File: src/rtl/ucsbece154b_fetch_queue.sv
`default_nettype none
// ============================================================================
// Module  : ucsbece154b_fetch_queue
// Brief   : Dual-issue instruction fetch queue. It accepts up to two
//           instructions per cycle and presents the two oldest entries to the
//           decode slots. A flush empties the queue in one cycle.
//           Defining FETCHQ_BYPASS_EN lets an empty queue forward incoming
//           instructions to the slot outputs in the same cycle.
// Revision: 1.0 - initial release
// ============================================================================
module ucsbece154b_fetch_queue #(
    parameter int DEPTH = 8,
    parameter int XLEN  = 32
) (
    input  logic                     clk,
    input  logic                     reset_n,
    input  logic [1:0]               EnqCnt_i,
    input  logic [XLEN-1:0]          EnqPC_i,
    input  logic [XLEN-1:0]          EnqInstr1_i,
    input  logic [XLEN-1:0]          EnqInstr2_i,
    output logic                     EnqReady_o,
    output logic [XLEN-1:0]          InstrD1_o,
    output logic [XLEN-1:0]          PCD1_o,
    output logic [XLEN-1:0]          InstrD2_o,
    output logic [XLEN-1:0]          PCD2_o,
    output logic                     ValidD1_o,
    output logic                     ValidD2_o,
    input  logic                     Issue1_i,
    input  logic                     Issue2_i,
    input  logic                     Flush_i,
    output logic [$clog2(DEPTH):0]   Count_o
);

    localparam int AW = $clog2(DEPTH);
    localparam logic [XLEN-1:0] c_NOP       = XLEN'(32'h0000_0013);
    localparam logic [AW:0]     c_READY_MAX = (AW+1)'(DEPTH - 2);

    logic [XLEN-1:0] r_pc    [DEPTH];
    logic [XLEN-1:0] r_instr [DEPTH];
    logic [AW-1:0]   r_head;
    logic [AW-1:0]   r_tail;
    logic [AW:0]     r_count;

    logic [1:0]      w_offer;
    logic            w_ready;
    logic [1:0]      w_enq;
    logic [AW-1:0]   w_head1;
    logic [AW-1:0]   w_tail1;
    logic [XLEN-1:0] w_pc2_in;
    logic            w_bypass;
    logic            w_pop1;
    logic            w_pop2;
    logic [1:0]      w_pop;
    logic            w_we0;
    logic            w_we1;

    assign w_offer  = (EnqCnt_i == 2'd3) ? 2'd0 : EnqCnt_i;
    assign w_ready  = (r_count <= c_READY_MAX);
    assign w_enq    = (w_ready && !Flush_i) ? w_offer : 2'd0;
    assign w_head1  = r_head + AW'(1);
    assign w_tail1  = r_tail + AW'(1);
    assign w_pc2_in = EnqPC_i + XLEN'(4);

`ifdef FETCHQ_BYPASS_EN
    assign w_bypass = (r_count == '0) && (w_enq != 2'd0);
`else
    assign w_bypass = 1'b0;
`endif

    assign EnqReady_o = w_ready;
    assign Count_o    = r_count;

    always_comb begin
        ValidD1_o = (r_count != '0);
        ValidD2_o = (r_count >= (AW+1)'(2));
        PCD1_o    = r_pc[r_head];
        InstrD1_o = r_instr[r_head];
        PCD2_o    = r_pc[w_head1];
        InstrD2_o = r_instr[w_head1];
        if (w_bypass) begin
            ValidD1_o = 1'b1;
            ValidD2_o = (w_enq == 2'd2);
            PCD1_o    = EnqPC_i;
            InstrD1_o = EnqInstr1_i;
            PCD2_o    = w_pc2_in;
            InstrD2_o = EnqInstr2_i;
        end
        if (!ValidD1_o) begin
            PCD1_o    = '0;
            InstrD1_o = c_NOP;
        end
        if (!ValidD2_o) begin
            PCD2_o    = '0;
            InstrD2_o = c_NOP;
        end
    end

    assign w_pop1 = Issue1_i & ValidD1_o;
    assign w_pop2 = Issue1_i & Issue2_i & ValidD2_o;
    assign w_pop  = {1'b0, w_pop1} + {1'b0, w_pop2};

    // Bypassed entries that decode consumes are skipped: head still advances past their slots.
    assign w_we0 = (w_enq != 2'd0) && !(w_bypass && w_pop1);
    assign w_we1 = (w_enq == 2'd2) && !(w_bypass && w_pop2);

    always_ff @(posedge clk) begin
        if (w_we0) begin
            r_pc[r_tail]    <= EnqPC_i;
            r_instr[r_tail] <= EnqInstr1_i;
        end
        if (w_we1) begin
            r_pc[w_tail1]    <= w_pc2_in;
            r_instr[w_tail1] <= EnqInstr2_i;
        end
    end

    always_ff @(posedge clk or negedge reset_n) begin
        if (!reset_n) begin
            r_head  <= '0;
            r_tail  <= '0;
            r_count <= '0;
        end else if (Flush_i) begin
            r_head  <= '0;
            r_tail  <= '0;
            r_count <= '0;
        end else begin
            r_head  <= r_head + AW'(w_pop);
            r_tail  <= r_tail + AW'(w_enq);
            r_count <= r_count + (AW+1)'(w_enq) - (AW+1)'(w_pop);
        end
    end

endmodule
`default_nettype wire

File: config.mk
export PLATFORM = sky130hd
export DESIGN_NAME = ucsbece154b_fetch_queue
export DESIGN_NICKNAME = d
export VERILOG_FILES = /design/src/rtl/ucsbece154b_fetch_queue.sv
export SDC_FILE = /design/constraint.sdc
export NUM_CORES = 1
export LEC_CHECK = 0
export CAP_MARGIN = 15
export CORE_ASPECT_RATIO = 1.4
export CORE_MARGIN = 4
export CORE_UTILIZATION = 54
export CTS_CLUSTER_DIAMETER = 150
export DETAILED_ROUTE_END_ITERATION = 6
export GPL_TIMING_DRIVEN = 0
export PLACE_DENSITY = 0.77
export SLEW_MARGIN = 20
export SYNTH_ARGS = -nofsm -noshare
export SYNTH_HDL_FRONTEND = slang
export SYNTH_SLANG_ARGS = --single-unit
File: constraint.sdc
create_clock -name clk -period 8.3 [get_ports clk]
set_input_delay 1.66 -clock clk [delete_from_list [all_inputs] [get_ports clk]]
set_output_delay 1.66 -clock clk [all_outputs]
set_load 0.02 [all_outputs]
* Word-level counts from Yosys, hierarchy flattened *
Memory sizes are Yosys's and may differ from the RTL's.
Index checks and enable logic that the tools add are counted.

word-level totals
  bits in registers = 10
  logic and storage cells = 37
  latch bits = 0
  bits in writable memories = 512
  memories = 2
  output and inout bits = 135
  memory bits (read-only) = 0

operators by class
  shift-type cells = 0
  divide/modulo/power cells = 0
  equal/unequal tests = 2
  $add $sub $neg = 8
  $lt $le $gt $ge = 2
  bitwise logic cells = 3
  mux-type cells = 13
  reduce and logical (&&, ||, !) cells = 4
  $mul = 0

memories
  memory   depth  width  rd ports  clocked after Yosys merged registers in  wr ports  RTL line  text
  r_instr  8      32     2         0                                        2         39        logic [XLEN-1:0] r_instr [DEPTH];
  r_pc     8      32     2         0                                        2         38        logic [XLEN-1:0] r_pc [DEPTH];

operator list
  operator                 count
  $mux W32                 4
  $add A32 B3 Y32 const B  1
  $add A3 B1 Y3 const B    2
  $add A3 B2 Y3            2
  $mux W3                  2
  $add A4 B2 Y4            1
  $eq A2 B2 Y1 const B     2
  $ge A4 B2 Y1 const B     1
  $le A4 B3 Y1 const B     1
  $mux W1                  4
  $mux W2                  2
  $mux W4                  1
  $reduce_bool A4 Y1       1
  $sub A4 B2 Y4            1
  $and A1 B1 Y1            3
  $add A1 B1 Y2            1
  $reduce_bool A2 Y1       1
  $logic_and A1 B1 Y1      1
  $logic_not A1 Y1         1

* Depth between registers and ports, before layout *
Gate-level depths: netlist of the first run.

  depth after elaboration = 6
  depth in mapped cells = 16
  mapped depth without buffers = 15

* Least setup slack after synthesis of the first run *
No wires, ideal clock.

  kind = input to register
  start point = input port Flush_i
  end point = memory r_instr[4][0], enable pin
  path buffers = 1
  stages on the path = 3
  data arrival time = 8.623 ns
  path slack = -0.984 ns
  path through = a211o_1 buf_2 o41ai_1

RTL lines
  what             RTL line  text
  start, declared  30        input logic Flush_i,
  end, declared    39

* Worst setup path in the final report of the first run *
  start point = register r_count[3] (netlist: Count_o[3])
  end point = output port InstrD1_o[3]

between the ends
  word-level cells in the longest chain between the ends = 2

RTL lines
  what                    RTL line  text
  start, declared         42        logic [AW:0] r_count;
  start signal, assigned  129       r_count <= r_count + (AW+1)'(w_enq) - (AW+1)'(w_pop);
  $reduce_bool A4 Y1      74        ValidD1_o = (r_count != '0);
  $mux W32                88        if (!ValidD1_o) begin
  end, declared           22        output logic [XLEN-1:0] InstrD1_o,

No other way between the ends.

==> results of run 1 <==
[where the power goes]
part,internal (uW),switching [uW]
combinational,2280,2980
clock,1240,1060
sequential,3000,56.3
total,6520,4090
[worst max-delay path, cell delays in order (launching register included)]
cell,delay (ns)
dfrtp_1,0.46
inv_1,0.13
ha_1,0.14
nor2b_1,0.12
clkbuf_1,0.81
inv_1,0.48
nor2_4,0.70
clkbuf_1,0.60
nor2_1,0.22
clkdlybuf4s50_1,0.60
[worst max-delay path by stage]
stage                     startpoint       endpoint  slack [ns]
after floorplan              Flush_i  r_instr[4][0]       -0.98
after global placement       Flush_i    r_pc[4][24]       -8.63
after detailed placement  Count_o[3]      PCD1_o[3]        2.66
after CTS                 Count_o[3]      PCD1_o[3]        1.99
after global routing      Count_o[3]      PCD1_o[3]        1.83
final                     Count_o[3]   InstrD1_o[3]        1.74
[sequential cells by signal, summed over array words and instances, names as in the netlist]
| name | flops |
|---|---|
| Count_o | 4 |
| r_head | 3 |
| r_instr | 256 |
| r_tail | 3 |
| r_pc | 256 |
[synthesized netlist by cell type (2+ instances only)]
| library cell | n | area [um^2] |
|---|---|---|
| nor2_1 | 247 | 927 |
| o41ai_1 | 2 | 17.5 |
| nor4_1 | 2 | 12.5 |
| inv_1 | 17 | 63.8 |
| nor3_2 | 7 | 70.1 |
| o21ai_0 | 2 | 10.0 |
| and4_1 | 2 | 17.5 |
| nand4_1 | 9 | 56.3 |
| and3_1 | 10 | 62.6 |
| xor2_1 | 164 | 1440 |
| fa_1 | 4 | 80.1 |
| nand2b_1 | 2 | 12.5 |
| dfrtp_1 | 10 | 250 |
| nor3b_1 | 2 | 15.0 |
| nor3_1 | 4 | 20.0 |
| nor2b_1 | 7 | 43.8 |
| ha_1 | 12 | 150 |
| edfxtp_1 | 512 | 15400 |
| buf_4 | 64 | 480 |
| mux4_2 | 256 | 5770 |
| nand3b_1 | 2 | 15.0 |
| clkbuf_1 | 81 | 304 |
| buf_2 | 106 | 531 |
| o31ai_1 | 4 | 30.0 |
| nand3_1 | 31 | 155 |
| a21oi_1 | 63 | 315 |
| buf_1 | 27 | 101 |
| mux2i_1 | 64 | 641 |
| xnor2_1 | 76 | 666 |
| and2_1 | 2 | 12.5 |
| nand2_1 | 994 | 3730 |
[logic make-up (layout without fill, tap and decap cells)]
| family | Yosys count | count (layout) |
|---|---|---|
| AND/OR/NAND/NOR | 1327 | 1327 |
| flip-flops | 522 | 522 |
| multiplexers | 320 | 320 |
| buffers and inverters | 295 | 609 |
| XOR/XNOR | 240 | 240 |
| AO/OA/AOI/OAI | 73 | 73 |
| adder cells (fa/ha/maj) | 16 | 16 |
| other | 0 | 6 |
[through the flow]
| stage | instance area, um^2 | setup TNS (ns) |
|---|---|---|
| after detailed placement | 34800 | 0 |
| final | 36400 | 0 |
| after floorplan | 31500 | -125.93 |
| after global routing | 36400 | 0 |
| after global placement | 34000 | -2929.86 |
| after CTS | 36400 | 0 |
[cell usage in the layout, fill, tap and decap left out, drive strengths merged, types with 3 or more instances in the layout]
cell           netlist  layout
edfxtp             512     512
o31ai                4       4
inv                 17      19
diode                0       6
a21oi               63      63
clkbuf              81     140
dfrtp               10      10
fa                   4       4
buf                197     259
nand2              994     994
and3                10      10
xor2               164     164
nand3               31      31
clkinv               0      26
ha                  12      12
nor3                11      11
nor3b                4       4
clkinvlp             0       4
mux4               256     256
bufinv               0       3
mux2i               64      64
clkdlybuf4s50        0     158
nor2               247     247
xnor2               76      76
nor2b                7       7
nor4                 3       3
nand4               10      10
[metal layers]
layer	track usage [%]	wire length [um]	vias up
met4	20.5	7600	2
met3	7.98	13000	499
met5	0	17	-
met2	57.7	53300	2101
li1	-	-	10300
met1	38.9	33200	12100
[layout make-up]
type / count / area, um^2
fill: 4301 / 21200
sequential: 522 / 15600
multi-input combinational: 1976 / 14500
timing repair buffer: 222 / 2320
buffer: 278 / 1420
clock buffer: 57 / 1320
tap: 742 / 928
clock inverter: 35 / 264
inverter: 17 / 63.8
antenna: 6 / 15.0
==> out/metrics.cfg, run 1 <==
[placement]
place.gp.congestion=0.916
dpl_worst_slack_ns=2.66
io_buffer_count=158
place_hpwl_um=76800
dp.cells=3757

[route]
wire_per_inst_um=27.8
dr.pass1.iters=7
antenna_left=0
wl_um=107000
vias=25000
drc=10
drt_iter0_markers=3675
routed_via_density=6.47

[worst_setup_path]
critical_path_class=register to output pin
start_kind=register
cp-end-kind=output pin
arrival_ns=4.90
timing.rr.end=Count_o[3]
required_ns=6.64
path_max_fanout=10
r2r_slack_ns=3.01
reg2reg_depth=16
rr_startpoint=Count_o[3]

[job]
drv_cap=0

[sta]
worst_pin_slew_ns=1.20
finalWorstSetupSlack_ns=1.74
skew_ns=0.0282
rsz0062_at_grt=false
max_freq_ghz=0.152
hold_violations=0
final.period_utilization_pct=79.1
hold_ws_ns=0.681
slew_viol_final=0
finalSetupViolations=0
slew_headroom_pct=19.8
fin_crit_ns=6.56

[floorplan]
fp-row-count=104
core_mm2=0.0576
io_pins=238
dieArea_mm2=0.0622
start_util_pct=54.6
die_x_um=212
chipHeight_um=294

[power]
leakage_uw=0.0133
vdd_drop_max_mv=0.236
total_power_uw=10600
p_per_area_mw_per_mm2=291

[yosys]
synth_seq_cells=522
synth_edf_count=512
ys_seq_area_share_pct=49.7
yosysUniqueCellTypes=39
syn_area_per_cell_um2=11.3
synth-compound-area-share_pct=1.24
syn_nets=2912
synth_top_family_by_area=multiplexers
synth_xor_area_share_pct=6.68
synthAdderAreaFrac_pct=0.732
synth_area_mm2=0.0315
async_flop_share_pct=1.92
synthFlopType=edfxtp_1
yosys.area_share.simple_pct=16.6
synthCells=2793
muxShareOfSynthArea_pct=20.4
synth_warnings=0

[clock_network]
cts_sinks=522
htreeDepth=2
clock_path_buffers=3
postCtsHoldBufs=0
clock_latency_ns=0.62
cts_resized=0
root_buffer=clkbuf_16
cts_tree=done
path_clk_slew_ns=0.07
cts_buffers=51
post_cts_buffers=0

[grt]
grt_pass1_wl_um=157000
grt_antenna_before_repair=7
grt_max_degree=17
grt_pass1_vias=25800
grt-ovfl-total=0
grt.total_usage_pct=33.9

[layout]
final_util_pct=63.2
drive_above_1_share_pct=19.0
instances_no_fill=3855
area_growth_pct=15.8
final_nets=3187

[hold_path]
hold_end=r_head[0]
holdPathStages=2
min_path_type=register to register
hold_path.startpoint=r_head[0]

[run_status]
status=finished, violations left
violations=design-rule violations

No activity file was read; power rests on OpenSTA's default activity.
==> run 2, diff against run 1 <==
==> constraint.sdc (replaced) <==
create_clock -name clk -period 5.6 [get_ports clk]
set_input_delay 1.12 -clock clk [delete_from_list [all_inputs] [get_ports clk]]
set_output_delay 1.12 -clock clk [all_outputs]
set_load 0.02 [all_outputs]
==> out/metrics.cfg, run 2 (same netlist as run 1, synthesis figures left out) <==
[run_status]
status=finished clean

[worst_setup_path]
crit_buf_inv=6  ; +1
arrival_ns=4.43  ; -0.47 ns
critPathTopFamily=buffers and inverters
crit_path_start=Count_o[3]
required_ns=4.48  ; -2.16 ns
critical_path_class=register to output pin
cp-end-kind=output pin
slowest_delay_ns=0.72  ; -0.09 ns
cp_cell_sequence=inv_1 -> ha_1 -> nor2b_1 -> clkbuf_1 -> inv_1 -> nor2_4 -> buf_12 -> clkbuf_1 -> nor2_1 -> clkdlybuf4s50_1
rr_startpoint=Count_o[3]
path_max_fanout=10  ; unchanged
start_kind=register
worst_path_max_delay_cell=clkbuf_1

[sta]
slew_viol_final=0  ; unchanged
fin_crit_ns=5.55
finalWorstSetupSlack_ns=0.0502  ; -1.69 ns
final.period_utilization_pct=99.1
finalSetupTns_ns=0  ; unchanged
hold_ws_ns=0.696  ; +0.0147 ns
rsz0062_at_grt=false
worst_pin_slew_ns=1.25  ; +0.0481 ns
hold_violations=0  ; unchanged
max_freq_ghz=0.180
skew_ns=0.0150  ; -0.0132 ns
slew_headroom_pct=16.6  ; -3.2 points
finalSetupViolations=0  ; unchanged

[clock_network]
htreeDepth=2  ; unchanged
clock_path_buffers=3  ; unchanged
clock_latency_ns=0.62  ; about the same
cts_sinks=522  ; unchanged
root_buffer=clkbuf_16
cts_tree=done
cts_buffers=49  ; -3.9%
postCtsHoldBufs=0  ; unchanged
path_clk_slew_ns=0.07  ; about the same

[floorplan]
fp-row-count=104  ; unchanged
chipHeight_um=294  ; unchanged
dieArea_mm2=0.0622  ; unchanged
start_util_pct=54.6  ; unchanged
core_mm2=0.0576  ; unchanged
io_pins=238  ; unchanged
die_x_um=212  ; unchanged

[placement]
place_hpwl_um=76200  ; -0.74%
place.gp.congestion=0.896  ; -2.2%
io_buffer_count=158  ; unchanged
dpl_worst_slack_ns=0.577  ; -2.08 ns

[route]
antenna_left=0  ; unchanged
drc=0  ; -10
vias=25000  ; +0.18%
wl_um=106000  ; -0.65%
drt_iter0_markers=3538  ; -3.7%
dr.pass1.iters=7  ; unchanged
routed_via_density=6.50  ; +0.39%
wire_per_inst_um=27.7  ; -0.44%

[power]
vdd_drop_max_mv=0.326  ; +38%
p_sw_uw=6020  ; +47%
power_frac_clock_pct=20.9  ; -0.7 points
p_sw_share_pct=38.5  ; -0.045 points
power_frac_seq_pct=29.0  ; about the same
p_per_area_mw_per_mm2=429  ; +47%
leakage_uw=0.0132  ; -0.56%
p_int_uw=9610  ; +48%
combPwrFrac_pct=50.1  ; +0.6 points

[layout]
final_nets=3179  ; -0.25%
area_growth_pct=15.8  ; about the same
multiInputGateArea_mm2=0.0145  ; +0.16%
final_common_cell=nand2_1
drive_above_1_share_pct=18.5  ; -0.49 points
seq_area_mm2=0.0156  ; unchanged
final_cell_mix=nand2_1 (994), edfxtp_1 (512), mux4_2 (256), nor2_1 (246), xor2_1 (163)
nFillCells=4279  ; -0.51%

[grt]
grt_pass1_wl_um=155000  ; -1.0%
grt_max_degree=17  ; unchanged
grt_antenna_before_repair=9  ; +2
grt.total_usage_pct=33.6  ; -0.31 points
grt_pass1_vias=25500  ; -1.2%
grt-ovfl-total=0  ; unchanged

[hold_path]
hold_path.startpoint=r_head[0]
min_path_type=register to register

[job]
drv_cap=0  ; unchanged

-- run 2: final cells by class --
type | count | area share (%)
clock inverters | 30 | 0.646
inverters | 17 | 0.175
flip-flops and latches | 522 | 42.9
clock buffers | 58 | 3.46
repair buffers | 216 | 6.53
diodes | 8 | 0.0550
multi-input cells | 1976 | 39.8
plain buffers | 278 | 3.91
well taps | 742 | 2.55
-- run 2: what timing repair did --
action	4_1_cts	5_1_grt
resized for setup	2	0
setup buffers	3	0
setup endpoints to repair	5	0
-- run 2: routing by layer --
layer / track usage (%) / vias up / share of wire [%] / wire length, um
met4: 20.6 / 2 / 7.3 / 7800
met5: 0 / - / 0.012 / 13
met1: 39.3 / 12000 / 31 / 33500
li1: - / 10200 / - / -
met3: 6.93 / 534 / 12 / 12700
met2: 56.8 / 2184 / 49 / 52500
-- run 2: power groups by stage --
stage | sequential (uW) | clock [uW] | combinational, uW
3_5_place_dp | 4610 | 0 | 7710
6_report | 4530 | 3260 | 7840
3_3_place_gp | 4650 | 0 | 7520
5_1_grt | 4540 | 3370 | 8180
2_1_floorplan | 4620 | 0 | 4630
4_1_cts | 4530 | 3230 | 7790
-- run 2: worst reg2reg max path: stages (launching register included) --
cell      delay, ns
dfrtp_1        0.46
inv_1          0.11
ha_1           0.13
nor2b_1        0.11
clkbuf_1       0.72
inv_1          0.46
nor2_4         0.25
buf_12         0.14
inv_1          0.17
and2_1         0.27
ha_1           0.24
fa_1           0.52
inv_1          0.07
ha_1           0.26
a21o_1         0.15
a21oi_1        0.19
xnor2_1        0.14
nor2_1         0.05
-- run 2: final timing paths --
path	endpoint	slack, ns	cells after the start
min reg2reg	r_head[0]	0.70	2
min	r_head[0]	0.70	2
min in group asynchronous	Count_o[2]	0.89	1
max reg2reg	Count_o[3]	1.03	17
max in group asynchronous	Count_o[0]	4.31	1
max	PCD1_o[31]	0.05	10
-- run 2: through the flow --
step | instance area (um^2) | util (%) | std cells | power (uW)
after floorplan | 31500 | - | 2793 | 9240
after global placement | 34000 | 59.0 | 3693 | 12200
after detailed placement | 34900 | 60.5 | 3748 | 12300
after CTS | 36400 | 63.2 | 3839 | 15500
after global routing | 36400 | 63.2 | 3843 | 16100
final | 36400 | 63.2 | 3847 | 15600
